--- config.mk ---
export PLATFORM = sky130hd
export DESIGN_NAME = note_history
export DESIGN_NICKNAME = d
export VERILOG_FILES = /design/src/rtl/note_pkg.sv /design/src/rtl/note_match_counter.sv /design/src/rtl/note_history.sv
export SDC_FILE = /design/constraint.sdc
export NUM_CORES = 1
export LEC_CHECK = 0
export CORE_ASPECT_RATIO = 1.5
export CORE_MARGIN = 8
export CORE_UTILIZATION = 57
export DETAILED_ROUTE_END_ITERATION = 16
export PLACE_DENSITY = 0.84
export SYNTH_ARGS = -nofsm -noshare
export SYNTH_HDL_FRONTEND = slang
export SYNTH_SLANG_ARGS = --single-unit
--- constraint.sdc ---
create_clock -name clk -period 15.8 [get_ports clk]
set_clock_uncertainty 0.05 [all_clocks]
set_input_delay 3.16 -clock clk [delete_from_list [all_inputs] [get_ports clk]]
set_output_delay 3.16 -clock clk [all_outputs]
set_load 0.1 [all_outputs]
--- src/rtl/note_pkg.sv ---
// Shared encodings for the note history block: op codes and match-counter FSM states.
package note_pkg;

    typedef enum logic [1:0] {
        OP_PUSH  = 2'b00,
        OP_READ  = 2'b01,
        OP_CLEAR = 2'b10,
        OP_COUNT = 2'b11
    } op_e;

    typedef enum logic {
        ST_IDLE = 1'b0,
        ST_SCAN = 1'b1
    } scan_state_e;

endpackage

--- src/rtl/note_match_counter.sv ---
// Counts recorded entries equal to a key. Sequential one-comparator scan by default;
// single-cycle compare-and-sum when NOTE_HISTORY_FAST_COUNT_EN is defined.
module note_match_counter
    import note_pkg::*;
#(
    parameter int NOTE_W = 3,
    parameter int DEPTH  = 128,
    localparam int IDX_W = $clog2(DEPTH),
    localparam int CNT_W = $clog2(DEPTH + 1)
) (
    input  logic                      clk,
    input  logic                      reset,
    input  logic                      start,
    input  logic [NOTE_W-1:0]         key,
    input  logic [DEPTH*NOTE_W-1:0]   entries,
    input  logic [CNT_W-1:0]          fill,
    output logic [CNT_W-1:0]          count,
    output logic                      busy,
    output logic                      done
);

    logic [NOTE_W-1:0] entry [DEPTH];

    always_comb begin
        for (int unsigned i = 0; i < DEPTH; i++) begin
            entry[i] = entries[i*NOTE_W +: NOTE_W];
        end
    end

`ifdef NOTE_HISTORY_FAST_COUNT_EN

    logic [CNT_W-1:0] sum;

    always_comb begin
        sum = '0;
        for (int unsigned i = 0; i < DEPTH; i++) begin
            if (CNT_W'(i) < fill && entry[i] == key) begin
                sum = sum + CNT_W'(1);
            end
        end
    end

    always_ff @(posedge clk or posedge reset) begin
        if (reset) begin
            count <= '0;
            done  <= 1'b0;
        end else begin
            done <= start;
            if (start) begin
                count <= sum;
            end
        end
    end

    assign busy = 1'b0;

`else

    scan_state_e       state_q, state_d;
    logic [CNT_W-1:0]  ptr_q, ptr_d;
    logic [CNT_W-1:0]  acc_q, acc_d;
    logic [CNT_W-1:0]  count_d;
    logic              done_d;
    logic [NOTE_W-1:0] key_q;

    always_ff @(posedge clk or posedge reset) begin
        if (reset) begin
            state_q <= ST_IDLE;
        end else begin
            state_q <= state_d;
        end
    end

    always_ff @(posedge clk or posedge reset) begin
        if (reset) begin
            ptr_q <= '0;
            acc_q <= '0;
            count <= '0;
            done  <= 1'b0;
            key_q <= '0;
        end else begin
            ptr_q <= ptr_d;
            acc_q <= acc_d;
            count <= count_d;
            done  <= done_d;
            if (start) begin
                key_q <= key;
            end
        end
    end

    // ptr only indexes storage while ptr < fill <= DEPTH, so the low IDX_W bits suffice
    always_comb begin
        state_d = state_q;
        ptr_d   = ptr_q;
        acc_d   = acc_q;
        count_d = count;
        done_d  = 1'b0;
        case (state_q)
            ST_IDLE: begin
                if (start) begin
                    state_d = ST_SCAN;
                    ptr_d   = '0;
                    acc_d   = '0;
                end
            end
            ST_SCAN: begin
                if (ptr_q < fill) begin
                    if (entry[ptr_q[IDX_W-1:0]] == key_q) begin
                        acc_d = acc_q + CNT_W'(1);
                    end
                    ptr_d = ptr_q + CNT_W'(1);
                end else begin
                    count_d = acc_q;
                    done_d  = 1'b1;
                    state_d = ST_IDLE;
                end
            end
            default: state_d = ST_IDLE;
        endcase
    end

    assign busy = (state_q == ST_SCAN);

`endif

endmodule

--- src/rtl/note_history.sv ---
// Note history buffer: shift-register storage, fill counter, indexed READ, CLEAR and COUNT.
// Optional single-cycle COUNT via NOTE_HISTORY_FAST_COUNT_EN.
module note_history
    import note_pkg::*;
#(
    parameter int NOTE_W = 3,
    parameter int DEPTH  = 128,
    localparam int IDX_W = $clog2(DEPTH),
    localparam int CNT_W = $clog2(DEPTH + 1)
) (
    input  logic              clk,
    input  logic              reset,
    input  logic              op_valid,
    input  logic [1:0]        op,
    input  logic [NOTE_W-1:0] note_in,
    input  logic [IDX_W-1:0]  rd_idx,
    input  logic [NOTE_W-1:0] key,
    output logic [NOTE_W-1:0] note_out,
    output logic              rd_err,
    output logic [CNT_W-1:0]  count,
    output logic [CNT_W-1:0]  fill,
    output logic              busy,
    output logic              done
);

    logic [NOTE_W-1:0]       mem [DEPTH];
    logic [DEPTH*NOTE_W-1:0] entries;
    op_e                     op_sel;
    logic                    accept;
    logic                    start;

    assign op_sel = op_e'(op);
    assign accept = op_valid && !busy;
    assign start  = accept && (op_sel == OP_COUNT);

    always_ff @(posedge clk or posedge reset) begin
        if (reset) begin
            for (int unsigned i = 0; i < DEPTH; i++) begin
                mem[i] <= '0;
            end
            fill     <= '0;
            note_out <= '0;
            rd_err   <= 1'b0;
        end else if (accept) begin
            case (op_sel)
                OP_PUSH: begin
                    mem[0] <= note_in;
                    for (int unsigned i = 1; i < DEPTH; i++) begin
                        mem[i] <= mem[i-1];
                    end
                    if (fill != CNT_W'(DEPTH)) begin
                        fill <= fill + CNT_W'(1);
                    end
                end
                OP_READ: begin
                    if (CNT_W'(rd_idx) < fill) begin
                        note_out <= mem[rd_idx];
                        rd_err   <= 1'b0;
                    end else begin
                        note_out <= '0;
                        rd_err   <= 1'b1;
                    end
                end
                OP_CLEAR: begin
                    for (int unsigned i = 0; i < DEPTH; i++) begin
                        mem[i] <= '0;
                    end
                    fill <= '0;
                end
                default: ;
            endcase
        end
    end

    always_comb begin
        entries = '0;
        for (int unsigned i = 0; i < DEPTH; i++) begin
            entries[i*NOTE_W +: NOTE_W] = mem[i];
        end
    end

    note_match_counter #(
        .NOTE_W (NOTE_W),
        .DEPTH  (DEPTH)
    ) u_match (
        .clk     (clk),
        .reset   (reset),
        .start   (start),
        .key     (key),
        .entries (entries),
        .fill    (fill),
        .count   (count),
        .busy    (busy),
        .done    (done)
    );

endmodule

# Word level (Yosys, flattened, before mapping)

Index checks and enable logic that the tools add are counted.

Flip-flop bits (word level): 425
Output and inout port bits: 22
Logic and storage cells: 190

$add $sub $neg: 3
$lt $le $gt $ge: 4
Equality and inequality tests: 9
Multiplexer cells: 22
Bitwise operators: 4
Reductions and logical operators: 11

Operators with widths:

| cell                                                      | number |
|---|---|
| case mux 384 bit (2 select lines)                         | 1 |
| case mux 8 bit (2 select lines)                           | 3 |
| binary-select mux 3 bit (select 7 bit)                    | 2 |
| two-way mux 8 bit                                         | 5 |
| adder 8 x 1 -> 8 bit (second input constant)              | 3 |
| greater-or-equal comparator 8 bit (second input constant) | 2 |
| NOT 7 -> 8 bit                                            | 2 |
| two-way mux 3 bit                                         | 5 |
| less-than comparator 7 x 8 -> 1 bit                       | 1 |
| less-than comparator 8 bit                                | 1 |
| != test 2 bit (second input constant)                     | 4 |
| != test 8 bit (second input constant)                     | 1 |
| AND reduction 2 bit                                       | 4 |
| AND reduction 3 bit                                       | 2 |
| two-way mux 1 bit                                         | 5 |
| equality test 2 bit (second input constant)               | 2 |
| equality test 3 bit                                       | 1 |
| equality test 2 x 1 -> 1 bit (second input constant)      | 1 |
| logical AND 1 bit                                         | 2 |
| logical NOT 2 bit                                         | 1 |
| NOT 1 bit                                                 | 2 |
| case mux 1 bit (2 select lines)                           | 1 |
| nonzero test 2 bit                                        | 1 |
| logical NOT 1 bit                                         | 1 |

# Depth between registers and ports, before layout

Word-level depth: 8
Mapped depth: 16
Gate-level depth less buffers: 11

# Cells and area by module

From an unflattened synthesis, not the netlist that was laid out.

Cell total of the unflattened synthesis: 2,473
Area total of the unflattened synthesis: 23,717.7 sq um

By module, submodules not included:

| module             | times used | cells an instance | area each (sq um) | seq. area each (sq um) |
|---|---|---|---|---|
| note_history       | 1          | 2,017             | 18,944.4          | 9,909.5 |
| note_match_counter | 1          | 456               | 4,773.3           | 725.7 |

# Least setup slack after synthesis

Ideal clock, no wire load.

Path type: input-to-reg
Start: in rd_idx[0]
End: reg note_out[0]
Library setup time: 0.137 ns
Arrival time: 5.819 ns
Required time: 15.613 ns
Path slack: 9.793 ns
Cell stages on the path: 8
Path buffers: 3
Cells stage by stage: clkbuf_1 buf_2 buf_1 mux4_2 mux4_2 mux4_2 mux2i_1 o21ai_0

Word-level cells in the longest chain between the ends: 5
Elaborated cells between the ends (all ways): 6

Ends and longest elaborated chain:

| element                                               | line               | text |
|---|---|---|
| from (decl)                                           | note_history.sv:16 | `input logic [IDX_W-1:0] rd_idx,` |
| NOT 7 -> 8 bit (not written as such)                  | note_history.sv:57 | `note_out <= mem[rd_idx];` |
| binary-select mux 3 bit (select 7 bit)                | note_history.sv:57 |  |
| two-way mux 3 bit (not written as such) (2 in series) | note_history.sv:57 |  |
| two-way mux 3 bit (*)                                 | note_history.sv:56 | `if (CNT_W'(rd_idx) < fill) begin` |
| to (signal assigned)                                  | note_history.sv:57 |  |
| to (decl)                                             | note_history.sv:18 | `output logic [NOTE_W-1:0] note_out,` |

Every way passes the cells marked *; elsewhere a longest branch is shown, timed or not. The select of a mux whose other input is x is not followed.
A chain may end at the register's enable or synchronous reset.

# Worst setup path in the final report

Start: in op[0]
End: reg mem (netlist bit entries[330])

Word-level cells in the longest chain between the ends: 3
Elaborated cells between the ends (all ways): 5

Ends and longest elaborated chain:

| element                                                         | line               | text |
|---|---|---|
| from (decl)                                                     | note_history.sv:14 | `input logic [1:0] op,` |
| equality test 2 bit / logical NOT 2 bit (equally long branches) | note_history.sv:45 | `case (op_sel)` |
| nonzero test 2 bit (no line)                                    | n/a                |  |
| AND reduction 2 bit (no line)                                   | n/a                |  |
| to (signal, indexed assignment)                                 | note_history.sv:49 | `mem[i] <= mem[i-1];` |
| to (decl)                                                       | note_history.sv:26 | `logic [NOTE_W-1:0] mem [DEPTH];` |

Several ways; a longest one is shown, not always the timed one.

==> results by group <==
Yosys
  • Yosys top cell area share: around 45%
  • Sequential area share after synthesis: ~45%
  • Number of synthesized register bits: about 430
  • Synth unique cells: a little over 60
  • Largest cells by area after synthesis: dfrtp_1 (45%), mux4_2 (19%), nand2_1 (13%)
  • Average size of a mapped cell: between 10 and 15 um2
  • Synthesized area: 0.0235 mm2
  • Syn_nets: roughly 2400
  • Ys Warns: 0
  • Synth async-reset ratio: 100%
  • Synth area leader: dfrtp_1
  • Post-synth top flop: dfrtp_1
  • Number of flops mapped to enable cells by yosys: 0
  • Mapped Cells: between 2000 and 2500

GRT
  • Vias in the first global route: around 18000
  • Initial antenna violation count: 0
  • Gr usage total: between 20% and 30%
  • Global route overflow: 0
  • Largest net degree at the start of global routing: 335
  • First-pass GRT wire length: between 90 and 100 mm

Power
  • PD cells: roughly 120 mW/mm2
  • Worst VDD drop: approximately 0.00014 V
  • Leak: between 0.009 and 0.01 uW

Setup path
  • Worst setup EP type: flip-flop
  • Setup Crit Path Kind: input port to flip-flop
  • Most used cell, CP: buf_4
  • Worst-case reg-to-reg path depth: 6
  • CP Cell Sequence: clkdlybuf4s50_1, nand2b_4, buf_4, buf_4, buf_4, o21ai_0
  • Critical Path Source Type: input port
  • CP peak stage delay: 1050 ps
  • Max FO, Critical Path: 150
  • Worst EP required: approximately 16000 ps
  • CP top delay family: buffers and inverters
  • Slowest CP cell: buf_4
  • Reg2reg setup slack: roughly 11000 ps
  • Buffers & Inverters on Critical Path: 4
  • Worst r2r dst: entries[330]$_DFFE_PP0P_
  • Worst EP arrival: 7360 ps
  • R2r startpoint: u_match.busy$_DFF_PP0_

Floorplan
  • Num ports: 40
  • Starting Density: a little under three fifths
  • Core Region: approximately 0.041 mm2
  • Die ar.: about 0.048 mm2
  • Chip width: approximately 180 um
  • FP Rows: a little over 90
  • Chip Height: 265 um

Finish
  • Ant. Diodes: 0
  • Most common cell after layout, fill and taps aside: nand2_1
  • Area growth syn-to-layout: 7.44%
  • Layout Nets: 2270
  • Most frequent cells in the layout: nand2_1 (806), dfrtp_1 (422), o21ai_0 (403), mux4_2 (200), mux2i_1 (44)
  • Seq. cell area: 0.0106 mm2
  • Area occupied by multi-input gates: between 0.01 and 0.015 mm2
  • Layout cells sized above 1: 14.5%
  • Fill cell count: a little under 3000
  • Layout Cells excl Fill: roughly 2800

Run status
  • Outcome: finished clean

Place
  • DP Cell Count: about 2700
  • Port buffer count: 39
  • Post-detail-place hpwl: about 36 mm
  • GPL Wtd Cong: just under 0.9

Clocking
  • Clock slew at the register clock pins of the worst setup and hold paths: 70 ps
  • Clock sinks: ~430
  • Worst skew pair latency: around 550 ps
  • # hold bufs at CTS: 0
  • Post-CTS sizing: 0
  • CTS H-Tree Depth: 2
  • Clock buffer depth: 3
  • TritonCTS Buffers: 39
  • CTS tree: built
  • Post-CTS setup buffers: 0
  • Clock root cell: clkbuf_16

Route
  • Top sig layer: met4
  • M1 WL: ~21 mm
  • # DRC: 0
  • DR WL met3: about 4.4 mm
  • Routed met2 length: roughly 30 mm
  • Routed WL: a little under 60 mm
  • Initial DRT Pass Iterations: 8
  • DR iter-0 viols: roughly 2700
  • Routed wire length per instance: 21.5 um
  • Number of vias per cell: 6.54
  • DR vias: 18133
  • ANT nets after route: 0

Min path
  • HP Start: rd_err$_DFFE_PP0P_
  • Hold Path Sink: rd_err$_DFFE_PP0P_
  • Hold path cells: 1
  • Worst min path class: flip-flop to flip-flop

STA
  • Max-slew headroom: about 17%
  • F_max: ~140 MHz
  • Final Hold Vio Count: 0
  • Max-slew violation count: 0
  • RSZ-0062 raised after global routing: false
  • Period utilization: around 45%
  • Min Tclk post-route: 7040 ps
  • Final setup fails: 0
  • Slew of the pin with the lowest slew margin: around 1200 ps
  • Setup TNS: 0 ps

Run
  • MaxCap Viol Count: 0
[routing by layer]
layer | track usage (%) | up-vias
met4 | 17.1 | 0
li1 | - | 8014
met5 | 0 | -
met3 | 4.22 | 250
met1 | 29.0 | 8993
met2 | 41.6 | 876
[registers in the layout (all words and copies together), names as in the netlist]
name / count
fill: 8
note_out: 3
u_match.ptr_q: 8
u_match.key_q: 3
u_match.count: 8
rd_err: 1
u_match.acc_q: 8
entries: 384
u_match.done: 1
u_match.busy: 1
[kinds of logic after synthesis]
group | count (synthesis) | synth area share, %
fa+ha+maj | 17 | 0.906
xor+xnor | 11 | 0.506
simple gates | 904 | 15.2
buf+inv | 213 | 4.04
flops | 425 | 45.3
mux | 266 | 22.4
compound gates | 498 | 11.6
[per-stage QoR]
stage	hold WS (ps)	util [%]	power, uW	setup slack (ps)	area, um2
final	444	61.7	3020	8760	25200
after global routing	459	61.7	3120	8330	25200
after CTS	445	61.7	3020	8880	25200
after detailed placement	429	58.3	1980	8320	23800
after global placement	424	58.3	1960	8520	23800
after floorplan	408	-	1840	757	23500
[cell usage after synthesis, drive strengths merged, types with 3 or more instances]
master and instances:
o22ai 13, ha 17, nor4 4, buf 40, a21o 7, o221ai 16
nor3 6, o21ai 408, and3 9, a21oi 20, nand4 5, mux2i 44
mux4 205, dfrtp 425, nand2 806, mux2 17, nor2b 6, or2 7
nand2b 9, nand3 13, clkbuf 158, inv 14, xor2 6, a22oi 12
nor2 30, a41oi 5, a31oi 3, xnor2 5
[worst register-to-register path, cell delays in order (launching register included)]
cell and delay (ps):
dfrtp_1 610, nor2b_1 210, nand2b_4 370, buf_4 840, buf_4 1090, buf_4 980
o21ai_0 300
[layout make-up]
type                            count  share of cell area (%)
Inverter                           15                   0.283
Multi-Input combinational cell   1696                    47.2
Sequential cell                   425                    42.2
Tap cell                          511                    2.53
Timing Repair Buffer               58                    2.22
Clock buffer                       52                    4.47
Clock inverter                     17                    1.12
[power breakdown]
group          total [uW]  switching [uW]  internal [uW]
Sequential           1190            61.1           1130
Clock                1050             429            620
Combinational         776             530            246
Total                3020            1020           2000
[worst max-delay path by stage]
stage / startpoint / end / slack, ps / cells after the start
global placement: op[0] / entries[123]$_DFFE_PP0P_ / 8520 / 6
floorplan: reset / entries[0]$_DFFE_PP0P_ / 760 / 1
finish: op[0] / entries[330]$_DFFE_PP0P_ / 8760 / 6
detailed placement: op[0] / entries[36]$_DFFE_PP0P_ / 8320 / 6
global route: op[0] / entries[157]$_DFFE_PP0P_ / 8330 / 6
CTS: op[0] / entries[36]$_DFFE_PP0P_ / 8880 / 6
No activity file was read; power rests on OpenSTA's default activity.
